==> config.mk <==
export PLATFORM = sky130hd
export DESIGN_NAME = sample_burst_fifo
export DESIGN_NICKNAME = d
export VERILOG_FILES = /design/src/rtl/sample_burst_fifo.sv
export SDC_FILE = /design/constraint.sdc
export NUM_CORES = 1
export LEC_CHECK = 0
export BUFFER_PORTS_ARGS = -buffer_cell sky130_fd_sc_hd__buf_2
export CORE_ASPECT_RATIO = 0.9
export CORE_MARGIN = 5
export CORE_UTILIZATION = 55
export CTS_BUF_LIST = sky130_fd_sc_hd__clkbuf_2 sky130_fd_sc_hd__clkbuf_4 sky130_fd_sc_hd__clkbuf_8
export CTS_CLUSTER_SIZE = 40
export DETAILED_ROUTE_END_ITERATION = 10
export PLACE_DENSITY = 0.8
export RECOVER_POWER = 25
export SLEW_MARGIN = 5
export SYNTH_ARGS = -nofsm -noshare
export SYNTH_HDL_FRONTEND = slang
export SYNTH_SLANG_ARGS = --single-unit
export TNS_END_PERCENT = 5
==> constraint.sdc <==
create_clock -name clk -period 5.3 [get_ports clk]
set_input_delay 0.265 -clock clk [delete_from_list [all_inputs] [get_ports clk]]
set_output_delay 0.265 -clock clk [all_outputs]
set_load 0.02 [all_outputs]
==> src/rtl/sample_burst_fifo.sv <==
// Circular sample buffer that releases fixed BURST_LEN-beat bursts to the averager.
// Optional almost_full output: define SAMPLE_BURST_FIFO_ALMOST_FULL_EN.
module sample_burst_fifo #(
  parameter int WIDTH     = 32,
  parameter int DEPTH     = 16,
  parameter int BURST_LEN = 6,
  parameter int AF_LEVEL  = 12
) (
  input  logic                       clk,
  input  logic                       rst,
  input  logic [WIDTH-1:0]           in_data,
  input  logic                       in_valid,
  output logic                       in_ready,
  output logic [WIDTH-1:0]           out_data,
  output logic                       out_valid,
  input  logic                       out_ready,
  output logic [$clog2(DEPTH):0]     count,
  output logic                       full,
  output logic                       empty,
  output logic                       drop,
`ifdef SAMPLE_BURST_FIFO_ALMOST_FULL_EN
  output logic                       almost_full,
`endif
  output logic                       burst_done
);
  localparam int AW = $clog2(DEPTH);
  localparam int CW = AW + 1;
  localparam int BW = $clog2(BURST_LEN + 1);

  typedef enum logic [1:0] {IDLE, BURST, DONE} state_t;

  if (BURST_LEN > DEPTH || AF_LEVEL > DEPTH) begin : g_param_chk
    $error("sample_burst_fifo: BURST_LEN and AF_LEVEL must not exceed DEPTH");
  end

  logic [WIDTH-1:0] mem [DEPTH];
  logic [AW-1:0]    wr_ptr, rd_ptr;
  state_t           state, state_nxt;
  logic [BW-1:0]    beat, beat_nxt;
  logic             push, pop;

  assign full      = (count == CW'(DEPTH));
  assign empty     = (count == '0);
  assign in_ready  = !full;
  // No bypass: a pop in the same cycle never makes room for a push to a full buffer.
  assign push      = in_valid && !full;
  assign pop       = out_valid && out_ready;
  assign out_data  = mem[rd_ptr];
  assign out_valid = (state == BURST);
  assign burst_done = (state == DONE);

`ifdef SAMPLE_BURST_FIFO_ALMOST_FULL_EN
  assign almost_full = (count >= CW'(AF_LEVEL));
`endif

  always_ff @(posedge clk) begin
    if (push) mem[wr_ptr] <= in_data;
  end

  always_ff @(posedge clk or posedge rst) begin
    if (rst) begin
      wr_ptr <= '0;
      rd_ptr <= '0;
      count  <= '0;
      drop   <= 1'b0;
    end else begin
      if (push) wr_ptr <= wr_ptr + 1'b1;
      if (pop)  rd_ptr <= rd_ptr + 1'b1;
      if (in_valid && full) drop <= 1'b1;
      case ({push, pop})
        2'b10:   count <= count + 1'b1;
        2'b01:   count <= count - 1'b1;
        default: count <= count;
      endcase
    end
  end

  always_ff @(posedge clk or posedge rst) begin
    if (rst) begin
      state <= IDLE;
      beat  <= '0;
    end else begin
      state <= state_nxt;
      beat  <= beat_nxt;
    end
  end

  // A burst only starts with a full window stored, so it can never run dry mid-burst.
  always_comb begin
    state_nxt = state;
    beat_nxt  = beat;
    case (state)
      IDLE: begin
        if (count >= CW'(BURST_LEN)) begin
          state_nxt = BURST;
          beat_nxt  = '0;
        end
      end
      BURST: begin
        if (pop) begin
          if (beat == BW'(BURST_LEN - 1)) begin
            state_nxt = DONE;
            beat_nxt  = '0;
          end else begin
            beat_nxt = beat + 1'b1;
          end
        end
      end
      DONE:    state_nxt = IDLE;
      default: state_nxt = IDLE;
    endcase
  end
endmodule
==> flow_summary_export.csv, run 1 <==
group,metric,value,unit
clock_network,clock_sinks,531,
clock_network,cts_inserted_buffers,79,
worst_setup_path,path_max_fanout,70,
timing,finalHoldViolCount,0,
run,cap_violations,0,
layout,fillers,2356,
timing,hold_slack,47.9,ps
worst_setup_path,crit_arrival,3350,ps
timing,rsz0062_at_grt,"no",
layout,syn_to_final_growth,12.9,%
floorplan,dieArea,40800,sq um
timing,finalMaxSlewViolations,0,
detailed_routing,viasPerCell,6.20,
clock_network,clock_path_buffers,3,
grt,first_global_vias,10338,
synthesis,netlist_instances,912,
synthesis,synthDistinctLibCells,37,
worst_setup_path,setup.worst_path.end_class,"output pin",
timing,tightest_slew,1320,ps
power,power_leakage,0.00742,uW
power,finalPower,12400,uW
worst_setup_path,critical_path_class,"flip-flop to output pin",
layout,drive_gt1_share,32.2,%
grt,antenna_found_initial,0,
detailed_routing,ant_nets,0,
layout,antennaDiodeCount,0,
worst_setup_path,endpoint,"out_data[10]",
clock_network,htree_levels,3,
hold_path,hold_path.class,"input port to flip-flop",
synthesis,ys_seq_elements,531,
worst_setup_path,rrSetupSlack,2120,ps
detailed_routing,avgRoutedWirePerCell,25.9,um
outcome,status,"complete, no violations",
place,place_hpwl,22.2,mm
worst_setup_path,rr_endpoint,"mem[0][0]",
detailed_routing,wl,40.9,mm
grt,grt_pass1_wl,62.2,mm
grt,grt_overflow,0,
layout,final_cell_mix,"edfxtp_1 (512), mux4_2 (128), clkbuf_8 (84)",
layout,final_nets,1089,
detailed_routing,drc,0,
synthesis,synthesis.nets,957,
layout,final_common_cell,"edfxtp_1",
layout,final_cells,1579,
hold_path,hold_depth,1,
timing,final.setup.tns,0,ps
synthesis,postSynthAreaPerCell,22.2,sq um
timing,relSlewSlack,11.7,%
floorplan,core_area,36300,sq um
grt,grt_max_degree,71,
timing,finClkSkew,19.2,ps
power,ir_drop,0.393,mV
clock_network,clkTransAtPathRegs,70,ps
place,post-place-cells,1432,
power,p_per_area,540,nW/um^2
clock_network,cts_resized,0,
worst_setup_path,cp-startpoint,"rd_ptr[1]",
floorplan,io_pins,79,
detailed_routing,vias,9786,
worst_setup_path,ff2ff_path_depth,5,
worst_setup_path,cp.required,5040,ps
place,place_congestion,0.788,
grt,grtUsageTotal,20.5,%
detailed_routing,first_iter_violations,1039,
timing,finalCriticalPeriod,3620,ps
floorplan,fp.dieH,192,um
timing,timing.final.crit_share,68.3,%
detailed_routing,drtPass1Iterations,5,
synthesis,yosysSeqAreaShare,78.2,%
clock_network,cts-root-buf,"clkbuf_8",
floorplan,start_util,55.9,%
clock_network,insertion_delay,610,ps
floorplan,die-width,212,um
clock_network,cts_tree,"built",
floorplan,rows,66,
timing,finalSetupViolCount,0,
worst_setup_path,critPathLaunchType,"flip-flop",
synthesis,netlist_area,20300,sq um
synthesis,ys_warn_count,0,
place,portBuffers,78,
worst_setup_path,timing.rr.start,"count[1]",
timing,fmax,276,MHz
==> per-layer routing <==
metal | share of wire (%) | wire, um | vias to the layer above | track usage, %
met4 | 2.3 | 951 | 0 | 5.49
met1 | 41 | 16700 | 5141 | 29.7
li1 | - | - | 4108 | -
met3 | 7.6 | 3110 | 83 | 3.90
met5 | 0 | 0 | - | 0
met2 | 49 | 20100 | 454 | 32.7
==> final cells by class <==
type	count	area, sq um	area share [%]
clock inverters	25	171	0.749
multi-input cells	322	4270	18.7
well taps	476	596	2.60
clock buffers	115	1390	6.06
repair buffers	102	582	2.54
flip-flops and latches	531	15900	69.2
inverters	8	30.0	0.131
==> where the power goes <==
group	internal (uW)	leakage [uW]	total (uW)	switching [uW]
clock	1780	0.000824	3280	1500
sequential	5080	0.00485	5490	414
combinational	1560	0.00175	3590	2030
==> critical path: stages (launching register included) <==
cell and delay [ps]:
dfrtp_4 1160, buf_4 600, mux4_2 390, a22oi_1 290, nand2_1 120, buf_2 170
==> logic make-up after synthesis <==
group | after synthesis | share of synthesized area (%)
compound gates | 77 | 2.86
mux | 132 | 14.4
buf+inv | 59 | 1.43
xor+xnor | 11 | 0.475
flops | 531 | 78.2
fa+ha+maj | 9 | 0.555
simple gates | 93 | 2.09
==> cell usage after synthesis <==
cell | n | area, sq um
nand4bb_1 | 1 | 11.3
ha_1 | 9 | 113
o32ai_1 | 1 | 8.76
nor4_1 | 1 | 6.26
nor3b_1 | 1 | 7.51
dfrtp_1 | 19 | 475
nand2b_1 | 4 | 25.0
buf_4 | 6 | 45.0
a21o_1 | 2 | 15.0
edfxtp_1 | 512 | 15400
a21oi_1 | 1 | 5.00
buf_2 | 6 | 30.0
o21ai_1 | 1 | 5.00
nor3_1 | 5 | 25.0
mux2_2 | 4 | 45.0
o2111ai_1 | 1 | 8.76
inv_1 | 8 | 30.0
o21ai_0 | 2 | 10.0
nor2b_1 | 5 | 31.3
a21boi_2 | 1 | 11.3
xnor2_1 | 7 | 61.3
a22o_1 | 2 | 17.5
mux4_2 | 128 | 2880
a221o_1 | 1 | 10.0
nand2_1 | 45 | 169
a2111oi_0 | 1 | 8.76
a22oi_1 | 64 | 480
buf_1 | 11 | 41.3
and2_1 | 4 | 25.0
buf_6 | 5 | 56.3
nand3_1 | 3 | 15.0
clkbuf_1 | 23 | 86.3
nand4_1 | 4 | 25.0
or2_2 | 1 | 6.26
xor2_1 | 4 | 35.0
nor2_1 | 18 | 67.6
nand4b_1 | 1 | 8.76
==> repair_timing <==
action / 4_1_cts / 5_1_grt
buffers inserted: 0 / 0
endpoints found under the hold margin: 64 / 0
hold buffers: 7 / 0
==> state kept, by name, summed over array words and instances, names as in the netlist <==
| signal | cells |
|---|---|
| count | 5 |
| wr_ptr | 4 |
| state | 2 |
| rd_ptr | 4 |
| mem | 512 |
| beat | 3 |
| drop | 1 |
==> metrics by stage <==
step	util (%)	setup WS [ps]	cell area, sq um
global route	63.2	1450	22900
CTS	63.3	1640	22900
finish	63.2	1680	22900
global placement	58.8	2260	21300
floorplan	-	1400	20300
detailed placement	58.8	2150	21300
==> worst min path at each step <==
stage	startpoint	to	slack [ps]
6_report	in_data[9]	mem[5][9]	50
2_1_floorplan	rst	beat[0]	220
3_5_place_dp	drop	drop	440
5_1_grt	in_data[8]	mem[11][8]	30
3_3_place_gp	drop	drop	430
4_1_cts	in_data[15]	mem[0][15]	1
Power figures use the tool's default switching activity.
==> inputs of run 2 (changes only) <==
- clock period: 5.3 -> 3.35 ns (I/O delays scaled with it)
==> flow_summary_export.csv, run 2 (synthesized netlist as in run 1, its figures left out) <==
group,metric,value,unit
clock_network,cts_resized,0,
timing,finalCriticalPeriod,3000,ps
timing,fmax,333,MHz
layout,antennaDiodeCount,0,
detailed_routing,first_iter_violations,1076,
detailed_routing,ant_nets,0,
grt,first_global_vias,10365,
grt,grt_max_degree,44,
hold_path,hold_path.class,"input port to async pin",
grt,grtUsageTotal,20.5,%
layout,drive_gt1_share,32.7,%
floorplan,rows,66,
timing,finalSetupViolCount,0,
timing,tightest_slew,786,ps
worst_setup_path,critPathMaxStageDelay,840,ps
place,post-place-cells,1455,
clock_network,htree_levels,3,
layout,final_util,64.5,%
worst_setup_path,crit_arrival,2840,ps
worst_setup_path,cpMaxStageDelayCell,"dfrtp_4",
timing,relSlewSlack,47.6,%
run,cap_violations,0,
floorplan,core_area,36300,sq um
detailed_routing,viasPerCell,6.04,
floorplan,die-width,212,um
floorplan,start_util,55.9,%
worst_setup_path,critPathLaunchType,"flip-flop",
worst_setup_path,path_max_fanout,36,
power,switching_share,32.1,%
layout,final_nets,1140,
clock_network,clock_sinks,531,
detailed_routing,vias,9859,
detailed_routing,avgRoutedWirePerCell,25.0,um
clock_network,cts_tree,"built",
power,ir_drop,0.576,mV
worst_setup_path,cp.required,3180,ps
floorplan,dieArea,40800,sq um
worst_setup_path,setup.worst_path.end_class,"output pin",
floorplan,fp.dieH,192,um
place,place_congestion,0.796,
clock_network,clkTransAtPathRegs,60,ps
layout,top_register,"mem",
clock_network,insertion_delay,610,ps
clock_network,clock_path_buffers,3,
detailed_routing,wl,40.8,mm
layout,syn_to_final_growth,15.4,%
layout,final_common_cell,"edfxtp_1",
grt,antenna_found_initial,0,
worst_setup_path,critical_path_class,"flip-flop to output pin",
timing,finClkSkew,15.0,ps
power,comb_power_share,31.2,%
timing,finalMaxSlewViolations,0,
detailed_routing,drc,0,
layout,largest_reg_flops,512,
layout,largestRegisters,"mem (512), count (5)",
place,place_hpwl,23.3,mm
floorplan,io_pins,79,
power,p_per_area,833,nW/um^2
grt,grt_pass1_wl,62.3,mm
timing,finalHoldViolCount,0,
power,power.switching,6250,uW
power,p_clk_share,25.3,%
worst_setup_path,ff2ff_path_depth,10,
power,power_frac_seq,43.5,%
timing,timing.final.crit_share,89.7,%
power,power_leakage,0.00768,uW
power,p_int,13200,uW
layout,final_cell_mix,"edfxtp_1 (512), mux4_2 (128), clkbuf_8 (83)",
layout,final_cells,1631,
clock_network,cts-root-buf,"clkbuf_8",
timing,rsz0062_at_grt,"no",
outcome,status,"complete, no violations",
worst_setup_path,worstPathCellList,"buf_4 -> mux4_2 -> a22oi_1 -> nand2_1 -> buf_2",
clock_network,cts_inserted_buffers,79,
detailed_routing,drtPass1Iterations,5,
place,portBuffers,78,
grt,grt_overflow,0,
==> run 2: final cells by class <==
cell class / instances / area (sq um)
clock buffers: 107 / 1320
clock inverters: 34 / 174
fillers: 2284 / 12900
inverters: 8 / 30.0
multi-input cells: 322 / 4280
flip-flops and latches: 531 / 15900
well taps: 476 / 596
repair buffers: 153 / 1140
==> run 2: path summary, 6_finish.rpt <==
| check | from | endpoint | slack (ps) |
|---|---|---|---|
| hold / removal | rst | beat[0] | 240 |
| setup reg to reg | count[2] | count[4] | 380 |
| hold reg to reg | drop | drop | 460 |
| setup / recovery | rd_ptr[1] | out_data[10] | 350 |
| min in group clk | in_valid | drop | 340 |
| max in group asynchronous | rst | rd_ptr[1] | 2570 |
==> run 2: power by group through the flow <==
stage | logic [uW] | registers (uW) | clock network, uW
detailed placement | 6130 | 8610 | 0
global route | 6540 | 8540 | 5370
CTS | 6180 | 8480 | 5060
finish | 6070 | 8480 | 4940
floorplan | 4350 | 8380 | 0
global placement | 6030 | 8570 | 0
==> run 2: per-layer routing <==
layer / global-route usage [%] / up-vias / wire [um]
met1: 29.0 / 5186 / 16800
li1: - / 4205 / -
met3: 3.64 / 69 / 2820
met4: 5.88 / 0 / 756
met2: 33.4 / 399 / 20500
met5: 0 / - / 0
==> run 2: repair_timing <==
| action | CTS | global route |
|---|---|---|
| hold endpoints to repair | 535 | 0 |
| buffers inserted | 0 | 0 |
| endpoints found under the setup margin | 0 | 0 |
| hold buffers | 35 | 0 |
==> run 2: worst max-delay path, delay by kind of cell (launching register included) <==
kind | cells | cell delay (ps)
compound gates | 1 | 260
flops | 1 | 840
simple gates | 1 | 160
buf+inv | 2 | 600
mux | 1 | 360
==> run 2: per-stage QoR <==
stage | hold WS (ps) | TNS [ps] | setup WS, ps | power [uW] | instance area [sq um]
after floorplan | 119 | -49400 | -515 | 12700 | 20300
after global placement | 318 | 0 | 629 | 14600 | 21600
after detailed placement | 338 | 0 | 417 | 14700 | 21600
after CTS | 240 | 0 | 347 | 19700 | 23400
after global routing | 292 | 0 | 82.2 | 20500 | 23400
final | 238 | 0 | 346 | 19500 | 23400
==> inputs of run 3 (changes only) <==
- PLACE_DENSITY: 0.8 -> default
- PLACE_DENSITY_LB_ADDON: default -> 0.08
==> flow_summary_export.csv, run 3 (synthesized netlist as in run 1, its figures left out) <==
group,metric,value,unit
outcome,status,"complete, no violations",
worst_setup_path,crit_arrival,2900,ps
timing,finClkSkew,15.9,ps
clock_network,clock_sinks,531,
floorplan,die-width,212,um
layout,final_cell_mix,"edfxtp_1 (512), mux4_2 (128), clkbuf_8 (88)",
timing,finalHoldViolCount,0,
detailed_routing,vias,9810,
timing,finalCriticalPeriod,3060,ps
place,place_congestion,0.744,
timing,worst_slack,287,ps
timing,final.setup.tns,0,ps
clock_network,htree_levels,3,
detailed_routing,wl_met2,20.5,mm
worst_setup_path,rrSetupSlack,430,ps
place,place_hpwl,23.3,mm
grt,grtUsageTotal,21.4,%
timing,finalSetupViolCount,0,
place,portBuffers,78,
grt,first_global_vias,10314,
worst_setup_path,cp.required,3180,ps
detailed_routing,avgRoutedWirePerCell,25.7,um
detailed_routing,topRoutingLayerUsed,"met5",
place,pre_cts_ws,474,ps
layout,largest_reg_flops,512,
timing,tightest_slew,936,ps
layout,seqCellArea,15900,sq um
worst_setup_path,timing.rr.start,"count[2]",
grt,grt_max_degree,42,
clock_network,clkTransAtPathRegs,50,ps
floorplan,fp.dieH,192,um
clock_network,cts-root-buf,"clkbuf_8",
layout,syn_to_final_growth,16.6,%
layout,final_nets,1145,
clock_network,cts_tree,"built",
power,power_leakage,0.00777,uW
detailed_routing,drc,0,
worst_setup_path,setup.worst_path.end_class,"output pin",
floorplan,core_area,36300,sq um
power,p_per_area,845,nW/um^2
detailed_routing,wl,42.4,mm
layout,drive_gt1_share,33.2,%
timing,rsz0062_at_grt,"no",
clock_network,cts_inserted_buffers,85,
layout,largestRegisters,"mem (512), count (5)",
timing,timing.final.crit_share,91.4,%
detailed_routing,first_iter_violations,852,
timing,fmax,326,MHz
worst_setup_path,critPathLaunchType,"flip-flop",
detailed_routing,drtPass1Iterations,5,
hold_path,hold_path.class,"input port to async pin",
clock_network,cts_resized,0,
run,cap_violations,0,
detailed_routing,ant_nets,0,
floorplan,io_pins,79,
grt,grt_pass1_wl,64.3,mm
worst_setup_path,cp-startpoint,"rd_ptr[0]",
clock_network,insertion_delay,630,ps
floorplan,start_util,55.9,%
layout,final_common_cell,"edfxtp_1",
layout,antennaDiodeCount,0,
timing,finalMaxSlewViolations,0,
layout,multiInputGateArea,4280,sq um
floorplan,dieArea,40800,sq um
floorplan,rows,66,
power,ir_drop,0.467,mV
detailed_routing,viasPerCell,5.96,
layout,final_util,65.2,%
timing,relSlewSlack,37.6,%
clock_network,clock_path_buffers,3,
worst_setup_path,path_max_fanout,28,
detailed_routing,wl_met1,18.8,mm
detailed_routing,met3WireLength,2.33,mm
layout,fillers,2429,
worst_setup_path,critical_path_class,"flip-flop to output pin",
layout,top_register,"mem",
grt,grt_overflow,0,
grt,antenna_found_initial,1,
## run 3: cell types whose count changed in the layout (fill, tap and decap cells not counted), moves of 2 or more
cell and change:
buf_4 -9, clkinvlp_4 +2, clkbuf_4 +11, inv_8 -2
buf_12 +8, clkbuf_8 +5, clkinv_1 +4, clkinv_2 -4
## run 3: power breakdown
| group | internal (uW) | total, uW | switching [uW] |
|---|---|---|---|
| Sequential | 8030 | 8540 | 508 |
| Combinational | 2700 | 6120 | 3430 |
| Clock | 2910 | 5330 | 2430 |
| Total | 13600 | 20000 | 6360 |
## run 3: metal layers
metal | GRT usage [%] | up-vias
li1 | - | 4228
met1 | 32.2 | 5249
met2 | 33.1 | 276
met3 | 3.63 | 55
met4 | 6.33 | 2
met5 | 0 | -
## run 3: timing repair
item / CTS / global route
setup buffers: 0 / 0
endpoints found under the hold margin: 538 / 0
hold buffers: 35 / 0
## run 3: final timing paths
path / endpoint / depth (start not counted)
worst max-delay path: out_data[3] / 5
worst min-delay path: drop / 3
worst max register to register: count[4] / 10
worst min register to register: drop / 1
max in group asynchronous: rd_ptr[0] / 3
min in group clk: drop / 3
## run 3: layout make-up
type	instances	area share, %
repair buffers	152	5.21
clock buffers	123	6.23
flip-flops and latches	531	67.0
well taps	476	2.52
inverters	8	0.127
clock inverters	34	0.772
multi-input cells	322	18.1
## run 3: critical path, stage by stage (launching register included)
cell	delay (ps)
dfrtp_4	860
buf_4	380
mux4_2	550
a22oi_1	220
nand2_1	80
buf_2	160
## run 3: metrics by stage
stage / hold slack, ps / area, sq um / std cells / power, uW
after global routing: 299 / 23700 / 1646 / 21000
after floorplan: 119 / 20300 / 912 / 12700
after global placement: 353 / 21700 / 1454 / 14800
final: 225 / 23700 / 1646 / 20000
after detailed placement: 352 / 21700 / 1454 / 14900
after CTS: 201 / 23700 / 1646 / 20300
